[src/rtl/mem_port_arbiter_pkg.sv]
// Shared types and constants for the instruction-fetch / load-store memory port arbiter.
package mem_port_arbiter_pkg;

    localparam int ADDR_W = 32;
    localparam int DATA_W = 32;
    localparam int BE_W   = 4;
    localparam logic [BE_W-1:0] BE_FULL = 4'hF;

    // Bit positions inside the one-hot requester select
    localparam int SEL_IF = 0;
    localparam int SEL_LS = 1;

    typedef enum logic [1:0] {
        IDLE   = 2'd0,
        IF_ACC = 2'd1,
        LS_ACC = 2'd2
    } arb_state_t;

    function automatic int streak_width(input int max_streak);
        return (max_streak < 1) ? 1 : $clog2(max_streak + 1);
    endfunction

endpackage

[src/rtl/mem_port_arbiter_if.sv]
// Bundle of fetch, load/store and memory-side signals of the arbiter.
// master: the arbiter itself; slave: the requesters and memory around it.
interface mem_port_arbiter_if;
    import mem_port_arbiter_pkg::*;

    logic              if_req;
    logic [ADDR_W-1:0] if_addr;
    logic              if_gnt;
    logic              if_rvalid;
    logic [DATA_W-1:0] if_rdata;

    logic              ls_req;
    logic              ls_we;
    logic [BE_W-1:0]   ls_be;
    logic [ADDR_W-1:0] ls_addr;
    logic [DATA_W-1:0] ls_wdata;
    logic              ls_gnt;
    logic              ls_rvalid;
    logic [DATA_W-1:0] ls_rdata;

    logic              mem_en;
    logic              mem_we;
    logic [BE_W-1:0]   mem_be;
    logic [ADDR_W-1:0] mem_addr;
    logic [DATA_W-1:0] mem_wdata;
    logic [DATA_W-1:0] mem_rdata;
    logic              mem_ack;

    modport master (
        input  if_req, if_addr,
        output if_gnt, if_rvalid, if_rdata,
        input  ls_req, ls_we, ls_be, ls_addr, ls_wdata,
        output ls_gnt, ls_rvalid, ls_rdata,
        output mem_en, mem_we, mem_be, mem_addr, mem_wdata,
        input  mem_rdata, mem_ack
    );

    modport slave (
        output if_req, if_addr,
        input  if_gnt, if_rvalid, if_rdata,
        output ls_req, ls_we, ls_be, ls_addr, ls_wdata,
        input  ls_gnt, ls_rvalid, ls_rdata,
        input  mem_en, mem_we, mem_be, mem_addr, mem_wdata,
        output mem_rdata, mem_ack
    );

endinterface

[src/rtl/mem_port_arbiter_prio_sel.sv]
// Requester selection: load/store wins unless it has used up its streak
// while a fetch is waiting, in which case the fetch wins.
module arb_prio_sel
    import mem_port_arbiter_pkg::*;
#(
    parameter int MAX_LS_STREAK = 4,
    parameter int STREAK_W      = 3
) (
    input  logic                if_req,
    input  logic                ls_req,
    input  logic [STREAK_W-1:0] ls_streak,
    output logic [1:0]          sel
);

    logic streak_full;

    assign streak_full = (ls_streak == STREAK_W'(MAX_LS_STREAK));

    always_comb begin
        sel = '0;
        if (ls_req && !(if_req && streak_full)) begin
            sel[SEL_LS] = 1'b1;
        end else if (if_req) begin
            sel[SEL_IF] = 1'b1;
        end
    end

endmodule

[src/rtl/mem_port_arbiter.sv]
// Two-requester single-port memory arbiter (fetch vs load/store), one access in flight.
// Optional watchdog enabled by defining ARB_TIMEOUT_EN.
module mem_port_arbiter
    import mem_port_arbiter_pkg::*;
#(
    parameter int MAX_LS_STREAK = 4,
    parameter int TIMEOUT_CYC   = 15
) (
    input  logic                      clk,
    input  logic                      rst,
    mem_port_arbiter_if.master        bus,
    output logic                      busy,
    output logic                      err
);

    localparam int STREAK_W = streak_width(MAX_LS_STREAK);

    if (MAX_LS_STREAK < 1 || TIMEOUT_CYC < 1) begin : g_bad_cfg
        $error("mem_port_arbiter: MAX_LS_STREAK and TIMEOUT_CYC must be at least 1");
    end

    arb_state_t          state;
    logic [STREAK_W-1:0] ls_streak;
    logic [1:0]          sel;
    logic                if_gnt;
    logic                ls_gnt;

    logic                cap_we;
    logic [BE_W-1:0]     cap_be;
    logic [ADDR_W-1:0]   cap_addr;
    logic [DATA_W-1:0]   cap_wdata;

    logic                if_rvalid;
    logic                ls_rvalid;
    logic [DATA_W-1:0]   if_rdata;
    logic [DATA_W-1:0]   ls_rdata;

    arb_prio_sel #(
        .MAX_LS_STREAK (MAX_LS_STREAK),
        .STREAK_W      (STREAK_W)
    ) u_prio_sel (
        .if_req    (bus.if_req),
        .ls_req    (bus.ls_req),
        .ls_streak (ls_streak),
        .sel       (sel)
    );

    // Grants are offered only while idle and out of reset, so nothing is captured early
    assign if_gnt = (state == IDLE) && !rst && sel[SEL_IF];
    assign ls_gnt = (state == IDLE) && !rst && sel[SEL_LS];

`ifdef ARB_TIMEOUT_EN
    localparam int TO_W = $clog2(TIMEOUT_CYC + 1);

    logic [TO_W-1:0] to_cnt;
    logic            err_q;
    logic            timed_out;

    assign timed_out = (state != IDLE) && !bus.mem_ack && (to_cnt == TO_W'(TIMEOUT_CYC - 1));
    assign err       = err_q;

    always_ff @(posedge clk or posedge rst) begin
        if (rst) begin
            to_cnt <= '0;
            err_q  <= 1'b0;
        end else begin
            err_q <= timed_out;
            if (state == IDLE || bus.mem_ack) begin
                to_cnt <= '0;
            end else if (!timed_out) begin
                to_cnt <= to_cnt + TO_W'(1);
            end
        end
    end
`else
    logic timed_out;

    assign timed_out = 1'b0;
    assign err       = 1'b0;
`endif

    always_ff @(posedge clk or posedge rst) begin
        if (rst) begin
            state     <= IDLE;
            ls_streak <= '0;
            cap_we    <= 1'b0;
            cap_be    <= '0;
            cap_addr  <= '0;
            cap_wdata <= '0;
            if_rdata  <= '0;
            ls_rdata  <= '0;
            if_rvalid <= 1'b0;
            ls_rvalid <= 1'b0;
        end else begin
            if_rvalid <= 1'b0;
            ls_rvalid <= 1'b0;
            case (state)
                IDLE: begin
                    if (if_gnt) begin
                        state     <= IF_ACC;
                        cap_we    <= 1'b0;
                        cap_be    <= BE_FULL;
                        cap_addr  <= bus.if_addr;
                        cap_wdata <= '0;
                        ls_streak <= '0;
                    end else if (ls_gnt) begin
                        state     <= LS_ACC;
                        cap_we    <= bus.ls_we;
                        cap_be    <= bus.ls_be;
                        cap_addr  <= bus.ls_addr;
                        cap_wdata <= bus.ls_wdata;
                        // Streak counts only the grants that made a fetch wait
                        if (!bus.if_req) begin
                            ls_streak <= '0;
                        end else if (ls_streak != STREAK_W'(MAX_LS_STREAK)) begin
                            ls_streak <= ls_streak + STREAK_W'(1);
                        end
                    end
                end
                IF_ACC: begin
                    if (bus.mem_ack) begin
                        state     <= IDLE;
                        if_rdata  <= bus.mem_rdata;
                        if_rvalid <= 1'b1;
                    end else if (timed_out) begin
                        state     <= IDLE;
                        if_rdata  <= '0;
                        if_rvalid <= 1'b1;
                    end
                end
                LS_ACC: begin
                    if (bus.mem_ack) begin
                        state     <= IDLE;
                        ls_rdata  <= bus.mem_rdata;
                        ls_rvalid <= 1'b1;
                    end else if (timed_out) begin
                        state     <= IDLE;
                        ls_rdata  <= '0;
                        ls_rvalid <= 1'b1;
                    end
                end
                default: state <= IDLE;
            endcase
        end
    end

    assign bus.if_gnt    = if_gnt;
    assign bus.ls_gnt    = ls_gnt;
    assign bus.if_rvalid = if_rvalid;
    assign bus.ls_rvalid = ls_rvalid;
    assign bus.if_rdata  = if_rdata;
    assign bus.ls_rdata  = ls_rdata;

    assign bus.mem_en    = (state != IDLE);
    assign bus.mem_we    = cap_we;
    assign bus.mem_be    = cap_be;
    assign bus.mem_addr  = cap_addr;
    assign bus.mem_wdata = cap_wdata;

    assign busy = (state != IDLE);

endmodule

[src/flat_wrapper.sv]
// flat-port wrapper written by rule: the top's interface ports become plain ports
module mem_port_arbiter_flat import mem_port_arbiter_pkg::*;
#(
    parameter int MAX_LS_STREAK = 4,
    parameter int TIMEOUT_CYC   = 15
)
  (clk, rst, busy, err, bus_if_req, bus_if_addr, bus_if_gnt, bus_if_rvalid, bus_if_rdata, bus_ls_req, bus_ls_we, bus_ls_be, bus_ls_addr, bus_ls_wdata, bus_ls_gnt, bus_ls_rvalid, bus_ls_rdata, bus_mem_en, bus_mem_we, bus_mem_be, bus_mem_addr, bus_mem_wdata, bus_mem_rdata, bus_mem_ack);
  mem_port_arbiter_if bus_i ();
  input  logic clk;
  input  logic rst;
  output logic busy;
  output logic err;
  input wire logic [$bits(bus_i.if_req)-1:0] bus_if_req;
  input wire logic [$bits(bus_i.if_addr)-1:0] bus_if_addr;
  output wire logic [$bits(bus_i.if_gnt)-1:0] bus_if_gnt;
  output wire logic [$bits(bus_i.if_rvalid)-1:0] bus_if_rvalid;
  output wire logic [$bits(bus_i.if_rdata)-1:0] bus_if_rdata;
  input wire logic [$bits(bus_i.ls_req)-1:0] bus_ls_req;
  input wire logic [$bits(bus_i.ls_we)-1:0] bus_ls_we;
  input wire logic [$bits(bus_i.ls_be)-1:0] bus_ls_be;
  input wire logic [$bits(bus_i.ls_addr)-1:0] bus_ls_addr;
  input wire logic [$bits(bus_i.ls_wdata)-1:0] bus_ls_wdata;
  output wire logic [$bits(bus_i.ls_gnt)-1:0] bus_ls_gnt;
  output wire logic [$bits(bus_i.ls_rvalid)-1:0] bus_ls_rvalid;
  output wire logic [$bits(bus_i.ls_rdata)-1:0] bus_ls_rdata;
  output wire logic [$bits(bus_i.mem_en)-1:0] bus_mem_en;
  output wire logic [$bits(bus_i.mem_we)-1:0] bus_mem_we;
  output wire logic [$bits(bus_i.mem_be)-1:0] bus_mem_be;
  output wire logic [$bits(bus_i.mem_addr)-1:0] bus_mem_addr;
  output wire logic [$bits(bus_i.mem_wdata)-1:0] bus_mem_wdata;
  input wire logic [$bits(bus_i.mem_rdata)-1:0] bus_mem_rdata;
  input wire logic [$bits(bus_i.mem_ack)-1:0] bus_mem_ack;
  assign bus_i.if_req = bus_if_req;
  assign bus_i.if_addr = bus_if_addr;
  assign bus_if_gnt = bus_i.if_gnt;
  assign bus_if_rvalid = bus_i.if_rvalid;
  assign bus_if_rdata = bus_i.if_rdata;
  assign bus_i.ls_req = bus_ls_req;
  assign bus_i.ls_we = bus_ls_we;
  assign bus_i.ls_be = bus_ls_be;
  assign bus_i.ls_addr = bus_ls_addr;
  assign bus_i.ls_wdata = bus_ls_wdata;
  assign bus_ls_gnt = bus_i.ls_gnt;
  assign bus_ls_rvalid = bus_i.ls_rvalid;
  assign bus_ls_rdata = bus_i.ls_rdata;
  assign bus_mem_en = bus_i.mem_en;
  assign bus_mem_we = bus_i.mem_we;
  assign bus_mem_be = bus_i.mem_be;
  assign bus_mem_addr = bus_i.mem_addr;
  assign bus_mem_wdata = bus_i.mem_wdata;
  assign bus_i.mem_rdata = bus_mem_rdata;
  assign bus_i.mem_ack = bus_mem_ack;
  mem_port_arbiter #(.MAX_LS_STREAK(MAX_LS_STREAK), .TIMEOUT_CYC(TIMEOUT_CYC)) u_core (.clk(clk), .rst(rst), .bus(bus_i), .busy(busy), .err(err));
endmodule
[config.mk]
export PLATFORM = sky130hd
export DESIGN_NAME = mem_port_arbiter_flat
export DESIGN_NICKNAME = d
export VERILOG_FILES = /design/src/rtl/mem_port_arbiter_pkg.sv /design/src/rtl/mem_port_arbiter_if.sv /design/src/rtl/mem_port_arbiter_prio_sel.sv /design/src/rtl/mem_port_arbiter.sv /design/src/flat_wrapper.sv
export SDC_FILE = /design/constraint.sdc
export NUM_CORES = 1
export LEC_CHECK = 0
export CORE_MARGIN = 1.5
export CORE_UTILIZATION = 25
export CTS_CLUSTER_DIAMETER = 30
export CTS_CLUSTER_SIZE = 28
export DETAILED_ROUTE_END_ITERATION = 6
export DONT_BUFFER_PORTS = 1
export PLACE_DENSITY = 0.43
export SYNTH_ARGS = -nofsm -noshare
export SYNTH_HDL_FRONTEND = slang
export SYNTH_SLANG_ARGS = --single-unit
[constraint.sdc]
create_clock -name clk -period 10.3 [get_ports clk]
set_input_delay 0.515 -clock clk [delete_from_list [all_inputs] [get_ports clk]]
set_output_delay 0.515 -clock clk [all_outputs]
set_load 0.01 [all_outputs]
==> impl_metrics.tcl, run 1 <==
set metrics [dict create \
    met1_length_um 4800 \
    synth-simple-area-share 0.0158 \
    postCtsHoldBufs 1 \
    clkTransAtPathRegs_ns 0.06 \
    syn-num-nets 514 \
    synth-seq-cells 140 \
    cts_buffers 17 \
    synth.area.top_cells "dfrtp_1 65%, mux2_2 14%, a222oi_1 6.0%" \
    tns_ns 0 \
    synth_edf_count 0 \
    dr.pass1.iters 7 \
    initial_core_util 0.256 \
    overflow 0 \
    grt_first_pass_wirelength_um 19500 \
    core_um2 21000 \
    synth_compound_area_frac 0.129 \
    synth_top_area_cell "dfrtp_1" \
    max-slew-margin-rel 0.228 \
    start_kind "flop" \
    synth_top_area_frac 0.652 \
    report.final.slew_viol_count 0 \
    die_area_um2 22400 \
    tightest_slew_ns 1.16 \
    syn_area_per_cell_um2 14.5 \
    grt_max_degree 90 \
    rows 53 \
    yosysSeqAreaShare 0.652 \
    wl_met3_um 1240 \
    dp_hpwl_um 9160 \
    top_layer_used "met4" \
    drt_iter0_drc 209 \
    portBuffers 0 \
    place_area_um2 5640 \
    crit_fanout 33 \
    cts-htree-levels 4 \
    cp.required_ns 9.79 \
    synthXorXnorAreaFrac 0 \
    wl_per_cell_um 20.0 \
    clock-sinks 140 \
    finalInstanceArea_um2 6270 \
    finClkSkew_ns 0.00959 \
    track_usage 0.117 \
    violations "DRC" \
    timing.final.hold_violations 0 \
    synth_fa_ha_area_frac 0.0116 \
    status "finished, violations left" \
    fp.dieH_um 150 \
    post-route-min-period_ns 2.92 \
    layout_worst_path_cycle_share 0.284 \
    synth_cells 371 \
    drive_above_1_share 0.272 \
    antenna_found_initial 0 \
    cts_tree "yes" \
    die_x_um 150 \
    clkLatencyLatePin_ns 0.41 \
    critPathKind "flop to output port" \
    cp.arrival_ns 2.41 \
    cts_setup_buffers 0 \
    viasPerCell 4.85 \
    synth_cell_types 29 \
    synth_warnings 0 \
    synth_ff_type "dfrtp_1" \
    drc 8 \
    antenna_cells 0 \
    setup-violations-final 0 \
    vdd_drop_max_mv 0.106 \
    wirelength_um 13200 \
    power_density_nw_per_um2 348 \
    fin_nets 513 \
    synthesis.area_um2 5370 \
    grt_pass1_vias 3371 \
    drtAntennaViolNets 0 \
    clockBufferDepth 2 \
    fmax_mhz 342 \
    synth_top_family_by_area "multiplexers" \
    ctsResizeCount 0 \
    area_delta_synth_final_pct 16.7 \
    pin_count 278 \
    critical_path.endpoint_type "output port" \
    maxCapViolCount 0 \
    p_leak_nw 2.94 \
    vias 3193 \
    synth_mux_area_frac 0.138 \
    async_flop_share 1.00 \
    rsz0062_at_grt "no" \
    worstHoldPathType "input port to flop" \
    place.gp.congestion 0.704 \
    cts-root-buf "clkbuf_16" \
    wl_met2_um 6830 \
]
==> worst paths after layout <==
check                                start                       end  slack [ns]  depth (start not counted)
setup / recovery           u_core.state[1]                bus_if_gnt        7.38                          5
hold / removal             bus_ls_wdata[6]   u_core.bus.mem_wdata[6]        0.24                          1
setup reg to reg           u_core.state[1]    u_core.bus.mem_addr[8]        7.82                          7
hold reg to reg            u_core.state[1]           u_core.state[1]        0.55                          1
max in group asynchronous              rst    u_core.bus.ls_rdata[9]        8.16                          3
min in group asynchronous              rst  u_core.bus.mem_wdata[31]        0.63                          2
==> critical path, cell delays in order, from the launching register on <==
cell	delay, ns
dfrtp_1	0.40
inv_1	0.10
ha_1	0.23
and2b_1	0.26
nand3_1	0.20
inv_1	0.80
==> cell type report <==
type | instances | area (um^2)
clock inverter | 12 | 163
clock buffer | 20 | 457
inverter | 42 | 163
timing repair buffer | 5 | 40.0
sequential | 140 | 3500
fill | 2105 | 14800
multi-input combinational | 164 | 1600
tap | 275 | 344
==> cells in the final DEF, fill, tap and decap left out, types with 2 or more instances in the layout <==
master     netlist  routed
clkinv_4         0       4
clkinv_2         0       2
buf_4            2       4
inv_6            0       2
ha_1             5       5
nand2_1          6       6
o22a_1           3       3
clkbuf_16        0      17
a222oi_1        32      32
clkbuf_8         0       2
bufinv_16        0       3
dfrtp_1        140     140
nand3_1          3       3
mux2_2          65      65
nand2b_1         2       2
inv_1           41      40
a22o_1          35      35
==> cell usage after synthesis (2+ instances only) <==
master,number
dfrtp_1,140
mux2_2,65
inv_1,41
a22o_1,35
a222oi_1,32
clkbuf_1,8
buf_2,7
buf_1,6
nand2_1,6
ha_1,5
nand3_1,3
o22a_1,3
buf_4,2
buf_6,2
nand2b_1,2
==> report_power, final <==
part | internal (W) | total (W) | leakage [nW] | switching, W
combinational | 0.000216 | 0.000386 | 0.915 | 0.000170
sequential | 0.000817 | 0.00115 | 1.73 | 0.000335
clock | 0.000397 | 0.000642 | 0.302 | 0.000245
total | 0.00143 | 0.00218 | 2.94 | 0.000750
==> per-layer routing <==
| metal | track usage | up-vias |
|---|---|---|
| met3 | 0.0488 | 15 |
| li1 | - | 1358 |
| met5 | 0 | - |
| met1 | 0.126 | 1627 |
| met4 | 0.0515 | 0 |
| met2 | 0.199 | 193 |
==> sequential cells by signal (all words and copies together) (netlist names) <==
register              flops
u_core.bus.if_rdata      32
u_core.bus.ls_rdata      32
u_core.bus.mem_addr      32
u_core.bus.mem_wdata     32
u_core.bus.mem_be         4
u_core.ls_streak          3
u_core.state              2
u_core.bus.if_rvalid      1
u_core.bus.ls_rvalid      1
u_core.bus.mem_we         1
==> kinds of logic (layout without fill, tap and decap cells) <==
kind of cell / count (synthesis) / count (layout)
flops: 140 / 140
compound gates: 76 / 76
buf+inv: 67 / 79
mux: 66 / 66
simple gates: 16 / 16
fa+ha+maj: 5 / 5
other cells: 1 / 1
==> stage by stage <==
stage	cells	hold slack [ns]	worst slack, ns	total power [W]	utilization
global placement	625	0.431	7.86	0.00154	0.268
floorplan	371	0.500	6.03	0.00142	-
detailed placement	625	0.432	7.77	0.00156	0.268
global route	658	0.211	7.11	0.00231	0.298
finish	658	0.239	7.38	0.00218	0.298
CTS	658	0.209	7.30	0.00222	0.298
Note: power is estimated with default switching activity, not from simulation.
==> run 2, diff against run 1 <==
clock period = 2.8 ns   (was 10.3 ns; I/O delays follow)
==> run 2 against run 1 <==
The flow now stops in clock tree synthesis (4_1_cts). Synthesized cell count unchanged. Area after synthesis unchanged.
==> impl_metrics.tcl, run 2 <==
set metrics [dict create \
    status "did not finish" \
    haltStage "clock tree synthesis (4_1_cts)" \
    error_message "[ERROR RSZ-0060] Max buffer count reached." \
    synth_top_area_cell "dfrtp_1" \
    synth_top_area_frac 0.652 \
    rows 53 \
    fp.dieH_um 150 \
    synth_warnings 0 \
    synth_cells 371 \
    yosysMostFrequentCell "dfrtp_1" \
    yosysSeqAreaShare 0.652 \
    clockBufferDepth 2 \
    initial_core_util 0.256 \
    place.gp.congestion 0.707 \
    portBuffers 0 \
    dp.cells 629 \
    syn-num-nets 514 \
    synthTopCellsByCount "140 x dfrtp_1, 65 x mux2_2, 41 x inv_1" \
    synth_ff_type "dfrtp_1" \
    place_ws_ns 0.463 \
    cts_buffers 17 \
    synth-seq-cells 140 \
    die_x_um 150 \
    syn_area_per_cell_um2 14.5 \
    pin_count 278 \
    async_flop_share 1.00 \
    ctsResizeCount 0 \
    cts-root-buf "clkbuf_16" \
    cts_setup_buffers 0 \
    cts-htree-levels 4 \
    synth_edf_count 0 \
    synth_cell_types 29 \
    dp_hpwl_um 9230 \
    synth.area.top_cells "dfrtp_1 65%, mux2_2 14%, a222oi_1 6.0%" \
    clock-sinks 140 \
    synthesis.area_um2 5370 \
    postCtsHoldBufs 134 \
]
-- run 2: cell counts after synthesis --
No cell type changed its count.
-- run 2: cell families after synthesis --
group / synth area share
and+or+nand+nor: 0.0158
other: 0.000698
DFF: 0.652
muxes: 0.138
buffers and inverters: 0.0526
adders and majority gates: 0.0116
AOI/OAI and AO/OA: 0.129
-- run 2: per-stage QoR --
step,hold slack (ns),area (um^2)
after floorplan,0.265,5380
after detailed placement,0.242,5690
after global placement,0.227,5690
==> run 3, diff against run 2 <==
CORE_UTILIZATION = 20   (was 25)
CTS_CLUSTER_DIAMETER = not set   (was 30)
CTS_CLUSTER_SIZE = not set   (was 28)
PLACE_DENSITY = not set   (was 0.43)
PLACE_DENSITY_LB_ADDON = 0.15   (was not set)
==> run 3 against run 2 <==
The run now ends clean.
==> impl_metrics.tcl, run 3 (synthesis gave the netlist of run 1 again) <==
set metrics [dict create \
    initial_core_util 0.205 \
    place_area_um2 5770 \
    die_x_um 167 \
    wl_per_cell_um 17.9 \
    setup-violations-final 0 \
    drtAntennaViolNets 0 \
    post-route-min-period_ns 2.62 \
    slowest_stage "dlygate4sd3_1" \
    portBuffers 0 \
    final_common_cell "dfrtp_1" \
    layout_worst_path_cycle_share 0.934 \
    tightest_slew_ns 0.857 \
    core_um2 26200 \
    maxCapViolCount 0 \
    cpPeakStageDelay_ns 0.60 \
    clkTransAtPathRegs_ns 0.06 \
    tns_ns 0 \
    place.gp.congestion 0.669 \
    grt_pass1_vias 4319 \
    vdd_drop_max_mv 0.363 \
    drc 0 \
    status "finished, final reports clean" \
    track_usage 0.110 \
    dp_hpwl_um 9330 \
    grt_first_pass_wirelength_um 23700 \
    dp.cells 690 \
    layout_common_cells "140 x dfrtp_1, 139 x dlygate4sd3_1, 65 x mux2_2" \
    viasPerCell 4.41 \
    path_buf_inv 5 \
    critical_path.endpoint_type "flop" \
    grt_max_degree 58 \
    report.final.slew_viol_count 0 \
    fin_nets 657 \
    wirelength_um 15500 \
    final_cells 863 \
    crit_fanout 33 \
    vias 3809 \
    cts_tree "yes" \
    clkLatencyLatePin_ns 0.41 \
    area_delta_synth_final_pct 45.2 \
    p_leak_nw 3.52 \
    power_density_nw_per_um2 1100 \
    cts_setup_buffers 0 \
    cts-root-buf "clkbuf_16" \
    drt_iter0_drc 223 \
    pin_count 278 \
    cp.arrival_ns 2.92 \
    seqCellArea_um2 3500 \
    timing.final.hold_violations 0 \
    cts_buffers 17 \
    max-slew-margin-rel 0.428 \
    die_area_um2 27800 \
    rows 59 \
    drive_above_1_share 0.213 \
    cpMostUsedCell "inv_1" \
    finClkSkew_ns 0.0104 \
    path_cells "inv_1 -> ha_1 -> and2b_2 -> nand3_1 -> inv_1 -> buf_4 -> a222oi_1 -> dlygate4sd3_1 -> inv_1" \
    fmax_mhz 382 \
    overflow 0 \
    antenna_found_initial 1 \
    dr.pass1.iters 6 \
    clockBufferDepth 2 \
    cp.required_ns 3.10 \
    path_delay_family "buffers and inverters" \
    finalInstanceArea_um2 7800 \
    cts-htree-levels 4 \
    rsz0062_at_grt "no" \
    multiInputGateArea_um2 1610 \
    start_kind "flop" \
    critPathKind "flop to flop" \
    fp.dieH_um 167 \
    n_fill_cell 2612 \
    clock-sinks 140 \
    hold_ws_ns 0.0214 \
    worstHoldPathType "input port to flop" \
]
[run 3: final cells by class]
cell class	count	share of cell area
diodes	1	0.000321
repair buffers	148	0.190
clock buffers	18	0.0563
multi-input cells	165	0.206
well taps	335	0.0537
inverters	42	0.0210
flip-flops and latches	140	0.449
clock inverters	14	0.0231
[run 3: worst paths after layout]
kind / start / to / slack [ns] / cells past startpoint
max: u_core.state[1] / u_core.bus.mem_addr[4] / 0.18 / 9
min in group asynchronous: rst / u_core.bus.mem_be[0] / 0.34 / 2
max in group asynchronous: rst / u_core.bus.ls_rdata[29] / 1.72 / 3
min: bus_if_req / u_core.state[0] / 0.02 / 2
min reg2reg: u_core.ls_streak[1] / u_core.ls_streak[1] / 0.55 / 1
max reg2reg: u_core.state[1] / u_core.bus.mem_addr[4] / 0.18 / 9
[run 3: repair_timing]
action	4_1_cts	5_1_grt
hold endpoints to repair	163	0
endpoints found under the setup margin	0	23
hold buffers	139	0
resized for setup	0	3
[run 3: per-stage QoR]
| step | util | power [W] | setup slack (ns) |
|---|---|---|---|
| floorplan | - | 0.00522 | 0.911 |
| global placement | 0.220 | 0.00571 | 0.573 |
| detailed placement | 0.220 | 0.00573 | 0.466 |
| CTS | 0.297 | 0.00868 | 0.164 |
| global route | 0.298 | 0.00915 | 0.0172 |
| finish | 0.298 | 0.00860 | 0.185 |
[run 3: power breakdown]
group          switching (W)  internal, W
clock               0.000938      0.00144
combinational       0.000756      0.00122
sequential           0.00124      0.00301
[run 3: per-layer routing]
layer  track usage  vias up  wire length (um)  share of wire
met3        0.0537       17              1710           0.11
met4        0.0458        0               320          0.021
met1         0.114     1906              5690           0.37
met5             0        -                 0              0
met2         0.188      235              7750           0.50
li1              -     1651                 -              -
==> run 4, diff against run 3 <==
SYNTH_HIERARCHICAL = 1   (was not set)
==> run 4 against run 3 <==
Combinational power up 3%. Worst setup slack better by 0.21 ns. Clock-buffer cell count up 2. Non-clock buffer count rose by 1. Via count grew 7.2%. Hold slack improved by 0.091 ns. Critical endpoint is now u_core/bus.mem_addr[11]. Largest power group unchanged. Highest routed layer unchanged.
==> impl_metrics.tcl, run 4 <==
set metrics [dict create \
    hold_ws_ns 0.112 \
    drt_iter0_drc 114 \
    finClkSkew_ns 0.0142 \
    drive_above_1_share 0.197 \
    vdd_drop_max_mv 0.351 \
    synth_fa_ha_area_frac 0.0109 \
    start_kind "flop" \
    clock-sinks 140 \
    path_delay_family "buffers and inverters" \
    cts_tree "yes" \
    synth_cell_types 28 \
    clkTransAtPathRegs_ns 0.06 \
    p_leak_nw 3.62 \
    synth_ff_type "dfrtp_1" \
    synthesis.area_um2 5750 \
    rows 61 \
    fmax_mhz 416 \
    max-slew-margin-rel 0.461 \
    dp_hpwl_um 10900 \
    vias 4084 \
    cts-htree-levels 4 \
    fp.dieH_um 173 \
    fin_ws_ns 0.396 \
    fin_nets 708 \
    cp.required_ns 3.10 \
    clkLatencyLatePin_ns 0.42 \
    synth_top_area_cell "dfrtp_1" \
    syn_area_per_cell_um2 13.3 \
    synth.area.top_cells "dfrtp_1 61%, mux2_2 13%, mux2i_1 5.6%" \
    die_x_um 173 \
    slowest_stage "dlygate4sd3_1" \
    area_delta_synth_final_pct 41.4 \
    overflow 0 \
    power_density_nw_per_um2 1060 \
    pin_count 278 \
    cp-startpoint "u_core/ls_streak[2]" \
    wirelength_um 16900 \
    path_buf_inv 3 \
    drc 0 \
    synth_compound_area_frac 0.125 \
    cp.arrival_ns 2.70 \
    place.gp.congestion 0.732 \
    synth_edf_count 0 \
    synth-seq-cells 140 \
    n_fill_cell 2869 \
    worstHoldPathType "input port to flop" \
    clockBufferDepth 2 \
    cpMostUsedCell "buf_4" \
    dr.pass1.iters 4 \
    synth-simple-area-share 0.0294 \
    cts_buffers 17 \
    yosysMostFrequentCell "dfrtp_1" \
    crit_fanout 29 \
    critical_path.endpoint_type "flop" \
    antenna_cells 0 \
    grt_first_pass_wirelength_um 26200 \
    tns_ns 0 \
    setup-violations-final 0 \
    place_ws_ns 0.700 \
    antenna_found_initial 0 \
    cpPeakStageDelay_ns 0.59 \
    core_um2 28000 \
    report.final.slew_viol_count 0 \
    track_usage 0.114 \
    viasPerCell 4.27 \
    layout_common_cells "140 x dfrtp_1, 136 x dlygate4sd3_1, 65 x mux2_2" \
    cts_setup_buffers 0 \
    synth_cells 432 \
    final_common_cell "dfrtp_1" \
    layout_worst_path_cycle_share 0.859 \
    synth_top_area_frac 0.609 \
    maxCapViolCount 0 \
    cts-root-buf "clkbuf_16" \
    total_power_w 0.00865 \
    portBuffers 0 \
    critPathKind "flop to flop" \
    synthXorXnorAreaFrac 0 \
    die_area_um2 29800 \
    synth_top_family_by_area "multiplexers" \
    initial_core_util 0.205 \
    rsz0062_at_grt "no" \
    post-route-min-period_ns 2.40 \
    grt_pass1_vias 4489 \
    status "finished, final reports clean" \
    yosysSeqAreaShare 0.609 \
    syn-num-nets 575 \
    min_from "bus_ls_req" \
    final_util 0.290 \
    synth_warnings 6 \
    synth_mux_area_frac 0.183 \
    synthTopCellsByCount "140 x dfrtp_1, 65 x mux2_2, 39 x a21oi_1" \
    path_cells "nand2_1 -> o32ai_2 -> buf_4 -> nand3b_1 -> buf_4 -> mux2i_1 -> dlygate4sd3_1 -> a31oi_1" \
    tightest_slew_ns 0.809 \
    async_flop_share 1.00 \
    timing.rr.start "u_core/ls_streak[2]" \
    timing.final.hold_violations 0 \
    drtAntennaViolNets 0 \
    wl_per_cell_um 17.7 \
    grt_max_degree 135 \
]
-- run 4: power by group --
group	internal (W)	leakage [nW]	total (W)	switching (W)
Sequential	0.00303	1.68	0.00427	0.00124
Clock	0.00141	0.293	0.00235	0.000937
Combinational	0.00112	1.65	0.00203	0.000909
Total	0.00556	3.62	0.00865	0.00309
-- run 4: stage by stage --
stage               cell area (um^2)  cells
global route                    8140    956
global placement                6180    788
detailed placement              6180    788
finish                          8140    956
CTS                             8140    956
floorplan                       5760    432
-- run 4: cell families (layout without fill, tap and decap cells) --
logic type,count (synthesis),count (layout)
multiplexers,97,97
AND/OR/NAND/NOR,34,34
AO/OA/AOI/OAI,108,108
adder cells (fa/ha/maj),5,5
buffers and inverters,47,193
other,1,1
flip-flops,140,140
-- run 4: worst paths after layout --
check / to / slack, ns / cells past startpoint
max: u_core/bus.mem_addr[11] / 0.40 / 8
min: u_core/ls_streak[2] / 0.11 / 3
max reg2reg: u_core/bus.mem_addr[11] / 0.40 / 8
min reg2reg: u_core/bus.if_rdata[10] / 0.58 / 1
max in group asynchronous: u_core/bus.ls_rdata[13] / 1.56 / 3
min in group asynchronous: u_core/bus.mem_be[1] / 0.22 / 2
-- run 4: cell type report --
type | instances | area (um^2) | share of cell area
tap | 378 | 473 | 0.0581
clock buffer | 20 | 437 | 0.0537
timing repair buffer | 149 | 1500 | 0.184
multi-input combinational | 245 | 2020 | 0.248
clock inverter | 12 | 161 | 0.0198
inverter | 12 | 48.8 | 0.00600
sequential | 140 | 3500 | 0.431
-- run 4: worst register-to-register path: cells and delay by family, from the launching register on --
family	cells	cell delay, ns
AOI/OAI and AO/OA	2	0.16
buffers and inverters	3	1.19
muxes	1	0.31
and+or+nand+nor	2	0.24
DFF	1	0.39
-- run 4: per-layer routing --
| layer | GRT usage | share of wire |
|---|---|---|
| met1 | 0.126 | 0.40 |
| met3 | 0.0539 | 0.10 |
| met5 | 0 | 0 |
| met2 | 0.194 | 0.49 |
| met4 | 0.0362 | 0.0092 |
-- run 4: repair_timing --
action                    CTS  global route
hold endpoints to repair  142             0
gates resized for setup     0             0
hold buffers              136             0
